$ cat config.mk
export PLATFORM = sky130hd
export DESIGN_NAME = ads1115_scan_sched
export DESIGN_NICKNAME = d
export VERILOG_FILES = /design/src/rtl/ads1115_scan_sched.sv
export SDC_FILE = /design/constraint.sdc
export NUM_CORES = 1
export LEC_CHECK = 0
export ABC_AREA = 0
export ABC_CLOCK_PERIOD_IN_PS = 3300
export CAP_MARGIN = 5
export CORE_ASPECT_RATIO = 1.4
export CORE_MARGIN = 2
export CORE_UTILIZATION = 45
export CTS_CLUSTER_DIAMETER = 200
export DETAILED_ROUTE_END_ITERATION = 10
export GPL_TIMING_DRIVEN = 0
export HOLD_SLACK_MARGIN = 0.06
export PLACE_DENSITY_LB_ADDON = 0.05
export SLEW_MARGIN = 10
export SYNTH_ARGS = -nofsm -noshare
export SYNTH_HDL_FRONTEND = slang
export SYNTH_SLANG_ARGS = --single-unit
$ cat constraint.sdc
create_clock -name clk -period 3.3 [get_ports clk]
set_clock_uncertainty 0.1 [all_clocks]
set_input_delay 0.66 -clock clk [delete_from_list [all_inputs] [get_ports clk]]
set_output_delay 0.66 -clock clk [all_outputs]
set_load 0.005 [all_outputs]
$ cat src/rtl/ads1115_scan_sched.sv
// ADS1115 scan scheduler: for each enabled channel, writes the config register, polls the OS bit,
// reads the conversion result, and starts a new scan every SAMPLE_PERIOD cycles.
module ads1115_scan_sched #(
    parameter int unsigned CLK_FREQ      = 50_000_000,
    parameter int unsigned SAMPLE_PERIOD = 5_000_000,
    parameter logic [6:0]  DEV_ADDR      = 7'h48,
    parameter logic [2:0]  PGA           = 3'b001,
    parameter logic [2:0]  DR            = 3'b100,
    parameter logic [3:0]  CH_MASK       = 4'b1111,
    parameter int unsigned POLL_GAP      = 5000,
    parameter int unsigned MAX_POLLS     = 64
) (
    input  logic        clk,
    input  logic        rst,
    input  logic        enable,
    output logic        i2c_start,
    output logic        i2c_rw,
    output logic [6:0]  i2c_addr,
    output logic [7:0]  i2c_ptr,
    output logic [15:0] i2c_wdata,
    input  logic        i2c_busy,
    input  logic        i2c_done,
    input  logic        i2c_nack,
    input  logic [15:0] i2c_rdata,
    output logic [15:0] sample_data,
    output logic [1:0]  sample_ch,
    output logic        sample_valid,
    output logic        err_nack,
    output logic        err_timeout,
    output logic        scan_busy
);
    localparam int unsigned TW = $clog2(SAMPLE_PERIOD);
    localparam int unsigned GW = (POLL_GAP > 1) ? $clog2(POLL_GAP) : 1;
    localparam int unsigned PW = $clog2(MAX_POLLS + 1);
    localparam logic [TW-1:0] TIMER_LAST = TW'(SAMPLE_PERIOD - 1);
    localparam logic [GW-1:0] GAP_LAST   = (POLL_GAP > 0) ? GW'(POLL_GAP - 1) : '0;
    localparam logic [PW-1:0] POLL_LIMIT = PW'(MAX_POLLS);

    if (SAMPLE_PERIOD < 2 || CLK_FREQ == 0 || MAX_POLLS == 0) begin : g_bad_params
        $error("ads1115_scan_sched: invalid parameter set");
    end

    typedef enum logic [3:0] {
        S_IDLE, S_WAIT_PERIOD, S_CFG_REQ, S_CFG_WAIT, S_POLL_GAP,
        S_POLL_REQ, S_POLL_WAIT, S_READ_REQ, S_READ_WAIT, S_NEXT_CH
    } state_t;

    state_t          state, state_n;
    logic [1:0]      ch, ch_n;
    logic [TW-1:0]   timer, timer_n;
    logic [GW-1:0]   gap_cnt, gap_n;
    logic [PW-1:0]   poll_cnt, poll_n, poll_inc;
    logic            start_n, rw_n, valid_n, enack_n, etmo_n, busy_n;
    logic [7:0]      ptr_n;
    logic [15:0]     wdata_n, sdata_n, cfg_word;
    logic [1:0]      sch_n;
    logic [2:0]      first_sel, next_sel;

    // Returns {found, index} of the lowest enabled channel at or above 'from'.
    function automatic logic [2:0] find_ch(input logic [2:0] from);
        logic [2:0] r;
        r = '0;
        for (int unsigned i = 0; i < 4; i++) begin
            if (!r[2] && CH_MASK[i] && i >= 32'(from)) r = {1'b1, 2'(i)};
        end
        return r;
    endfunction

    assign first_sel = find_ch(3'd0);
    assign next_sel  = find_ch({1'b0, ch} + 3'd1);
    assign cfg_word  = {1'b1, 1'b1, ch, PGA, 1'b1, DR, 5'b00011};
    assign poll_inc  = poll_cnt + PW'(1);
    assign i2c_addr  = DEV_ADDR;

    always_ff @(posedge clk or posedge rst) begin
        if (rst) begin
            state        <= S_IDLE;
            ch           <= '0;
            timer        <= '0;
            gap_cnt      <= '0;
            poll_cnt     <= '0;
            i2c_start    <= 1'b0;
            i2c_rw       <= 1'b0;
            i2c_ptr      <= '0;
            i2c_wdata    <= '0;
            sample_data  <= '0;
            sample_ch    <= '0;
            sample_valid <= 1'b0;
            err_nack     <= 1'b0;
            err_timeout  <= 1'b0;
            scan_busy    <= 1'b0;
        end else begin
            state        <= state_n;
            ch           <= ch_n;
            timer        <= timer_n;
            gap_cnt      <= gap_n;
            poll_cnt     <= poll_n;
            i2c_start    <= start_n;
            i2c_rw       <= rw_n;
            i2c_ptr      <= ptr_n;
            i2c_wdata    <= wdata_n;
            sample_data  <= sdata_n;
            sample_ch    <= sch_n;
            sample_valid <= valid_n;
            err_nack     <= enack_n;
            err_timeout  <= etmo_n;
            scan_busy    <= busy_n;
        end
    end

    always_comb begin
        state_n = state;
        ch_n    = ch;
        gap_n   = gap_cnt;
        poll_n  = poll_cnt;
        // The period timer saturates so an overrunning scan is detected without wrap-around.
        timer_n = (timer == TIMER_LAST) ? timer : timer + TW'(1);
        start_n = 1'b0;
        rw_n    = i2c_rw;
        ptr_n   = i2c_ptr;
        wdata_n = i2c_wdata;
        sdata_n = sample_data;
        sch_n   = sample_ch;
        valid_n = 1'b0;
        enack_n = 1'b0;
        etmo_n  = 1'b0;
        case (state)
            S_IDLE: begin
                if (enable && first_sel[2]) begin
                    ch_n    = first_sel[1:0];
                    timer_n = '0;
                    state_n = S_CFG_REQ;
                end
            end
            S_WAIT_PERIOD: begin
                if (!enable) state_n = S_IDLE;
                else if (timer == TIMER_LAST) begin
                    ch_n    = first_sel[1:0];
                    timer_n = '0;
                    state_n = S_CFG_REQ;
                end
            end
            S_CFG_REQ: begin
                if (!i2c_busy) begin
                    start_n = 1'b1;
                    rw_n    = 1'b0;
                    ptr_n   = 8'h01;
                    wdata_n = cfg_word;
                    state_n = S_CFG_WAIT;
                end
            end
            S_CFG_WAIT: begin
                if (i2c_done) begin
                    if (i2c_nack) begin
                        enack_n = 1'b1;
                        state_n = S_NEXT_CH;
                    end else begin
                        poll_n  = '0;
                        gap_n   = '0;
                        state_n = S_POLL_GAP;
                    end
                end
            end
            S_POLL_GAP: begin
                if (!enable) state_n = S_IDLE;
                else if (gap_cnt == GAP_LAST) state_n = S_POLL_REQ;
                else gap_n = gap_cnt + GW'(1);
            end
            S_POLL_REQ: begin
                if (!i2c_busy) begin
                    start_n = 1'b1;
                    rw_n    = 1'b1;
                    ptr_n   = 8'h01;
                    state_n = S_POLL_WAIT;
                end
            end
            S_POLL_WAIT: begin
                if (i2c_done) begin
                    if (i2c_nack) begin
                        enack_n = 1'b1;
                        state_n = S_NEXT_CH;
                    end else if (i2c_rdata[15]) begin
                        state_n = S_READ_REQ;
                    end else if (poll_inc == POLL_LIMIT) begin
                        etmo_n  = 1'b1;
                        state_n = S_NEXT_CH;
                    end else begin
                        poll_n  = poll_inc;
                        gap_n   = '0;
                        state_n = S_POLL_GAP;
                    end
                end
            end
            S_READ_REQ: begin
                if (!i2c_busy) begin
                    start_n = 1'b1;
                    rw_n    = 1'b1;
                    ptr_n   = 8'h00;
                    state_n = S_READ_WAIT;
                end
            end
            S_READ_WAIT: begin
                if (i2c_done) begin
                    if (i2c_nack) enack_n = 1'b1;
                    else begin
                        sdata_n = i2c_rdata;
                        sch_n   = ch;
                        valid_n = 1'b1;
                    end
                    state_n = S_NEXT_CH;
                end
            end
            S_NEXT_CH: begin
                if (!enable) state_n = S_IDLE;
                else if (next_sel[2]) begin
                    ch_n    = next_sel[1:0];
                    state_n = S_CFG_REQ;
                end else if (timer == TIMER_LAST) begin
                    ch_n    = first_sel[1:0];
                    timer_n = '0;
                    state_n = S_CFG_REQ;
                end else begin
                    state_n = S_WAIT_PERIOD;
                end
            end
            default: state_n = S_IDLE;
        endcase
        busy_n = !(state_n inside {S_IDLE, S_WAIT_PERIOD});
    end
endmodule

==> impl_metrics.ini <==
[synth]
syn-instance-count = 468
synth_area_um2 = 4120
yosysWarnings = 0
synth_top_area_cell = dfrtp_1
synth-async-reset-ratio = 1.00
ys_ff_latch = 77
synth.area.top_cells = dfrtp_1 (47%), nand2_1 (7.8%), buf_4 (4.9%)
synth-edff-count = 0
synth_area_per_cell_um2 = 8.80
synthFlopType = dfrtp_1
synth_top_cell_area_share = 0.468
ys_types = 52
ys_seq_area_frac = 0.468

[global_routing]
grt_antenna_before_repair = 0
grt_start_max_net_pins = 57
overflow = 0
grt_use_total = 0.193
grt_pass1_vias = 3190
grt_first_pass_wirelength_mm = 15.1

[die]
rows = 41
initial_core_util = 0.459
io_pins = 77
core-area_um2 = 8980
dieArea_um2 = 9940
die_x_um = 84.8
die_h_um = 117

[detailed_routing]
viasPerCell = 5.18
drt_iter0_drc = 205
num_vias = 3444
first_pass_iters = 4
routedWlPerCell_um = 14.2
ant_nets = 0
drt_wl_total_mm = 9.45
route.detailed.drc = 0

[final_layout]
multiInputGateArea_um2 = 1900
drive_gt1_frac = 0.111
fin_area_um2 = 5180
fill_cells = 843
diodes = 0
layout.nets = 583
mostFrequentLayoutCell = nand2_1
final_cell_count_no_fill = 665
area_delta_synth_final_pct = 25.8
ff_latch_area_um2 = 1930
final_cell_mix = nand2_1 (86), dfrtp_1 (77), clkdlybuf4s50_1 (54)

[sta]
whs_ps = 372
slew_viol_final = 0
worst_slew_pin_slew_ps = 709
hold_viol = 0
rsz0062_at_grt = false
timing.slew.headroom = 0.522
max_freq_mhz = 381
setup_ws_ps = 678
finalSetupViolCount = 0
min_period_ps = 2620
timing.final.crit_share = 0.795

[clock_network]
cts_inserted_buffers = 9
hold_buffers = 0
cts_sinks = 77
cts_resized = 0
root_buffer = clkbuf_16
cts_tree = built
clk_path_buf_depth = 2
h-tree-depth = 3
cts.clk_slew.worst_paths_ps = 60
post_cts_buffers = 0
clkLatencyLatePin_ps = 340

[status]
status = completed

[flow_run]
maxCapViolCount = 0

[placed_design]
dp_slack_ps = 339
dpl.cell_count = 649
portBuffers = 54
place_congestion = 0.879
post-dp-hpwl_mm = 6.89
placed_area_um2 = 4890

[worst_setup_path]
max_stage_delay_ps = 510
cp.required_ps = 3410
cp-end-kind = flip-flop
critPathArrivalTime_ps = 2730
crit_type = in -> reg
critPathMaxFanout = 10
path_cells = clkdlybuf4s50_1 -> nor2b_1 -> o21ai_0 -> a21oi_1 -> o31a_1 -> clkbuf_1 -> nor2_1
slowest_stage = clkdlybuf4s50_1
cp-start-kind = input port

[power_and_ir_drop]
power_mw = 3.03
cellPowerDensity_nw_per_um2 = 586
p_leak_nw = 2.38
peakVddDrop_v = 0.000298

[min_path]
min_path_type = reg -> reg
[synth_stat cells (all sizes together), types with 4 or more instances]
| cell | number |
|---|---|
| nand2 | 86 |
| xnor2 | 5 |
| nand4 | 17 |
| ha | 8 |
| inv | 20 |
| nor4 | 9 |
| and3 | 9 |
| buf | 36 |
| o22ai | 6 |
| o21ai | 24 |
| clkbuf | 9 |
| nand3 | 15 |
| a21oi | 20 |
| nor2 | 43 |
| xor2 | 21 |
| nor3 | 12 |
| or3 | 8 |
| dfrtp | 77 |
| nor2b | 4 |
[registers in the layout (all words and copies together), names as in the netlist, 2 cells and up]
name and count:
gap_cnt 13, state 4, timer 23, poll_cnt 7
ch 2, sample_data 16, i2c_wdata 3, sample_ch 2
[worst paths after layout]
kind | start | end | slack, ps | depth (start not counted)
worst max register to register | timer[10] | timer[19] | 790 | 7
min in group asynchronous | rst | sample_data[8] | 530 | 2
worst min-delay path | sample_data[6] | sample_data[6] | 370 | 2
max in group asynchronous | rst | state[3] | 2000 | 3
worst max-delay path | i2c_nack | gap_cnt[9] | 680 | 7
worst min register to register | sample_data[6] | sample_data[6] | 370 | 2
[power by group]
group / total [mW] / switching, mW / leakage (nW) / internal [mW]
registers: 1.23 / 0.119 / 1.04 / 1.11
clock network: 0.940 / 0.390 / 0.138 / 0.550
logic: 0.868 / 0.462 / 1.20 / 0.406
[through the flow]
stage	TNS, ps	util
final	0	0.577
after global routing	0	0.577
after CTS	0	0.577
after detailed placement	0	0.545
after global placement	-58230	0.542
after floorplan	0	-
[final cells by class]
type / instances / area share
multi-input combinational: 344 / 0.367
buffer: 45 / 0.0539
inverter: 21 / 0.0157
clock inverter: 5 / 0.00652
clock buffer: 11 / 0.0488
sequential: 77 / 0.372
tap: 107 / 0.0259
timing repair buffer: 55 / 0.110
[worst max-delay path, delay by kind of cell]
| family | cells | cell delay, ps |
|---|---|---|
| buffers and inverters | 2 | 890 |
| AOI/OAI and AO/OA | 3 | 780 |
| and+or+nand+nor | 2 | 410 |
[kinds of logic after synthesis]
kind of cell / synth area share
AO/OA/AOI/OAI: 0.0970
XOR/XNOR: 0.0553
adder cells (fa/ha/maj): 0.0243
buffers and inverters: 0.0869
flip-flops: 0.468
multiplexers: 0.0103
other: 0.00182
AND/OR/NAND/NOR: 0.256
[routing by layer]
metal | share of wire | vias up | track usage
met3 | 0.020 | 18 | 0.0281
met4 | 0.023 | 0 | 0.0963
li1 | - | 1719 | -
met1 | 0.41 | 1651 | 0.223
met2 | 0.55 | 56 | 0.349
met5 | 0 | - | 0
No activity file was read; power rests on OpenSTA's default activity.
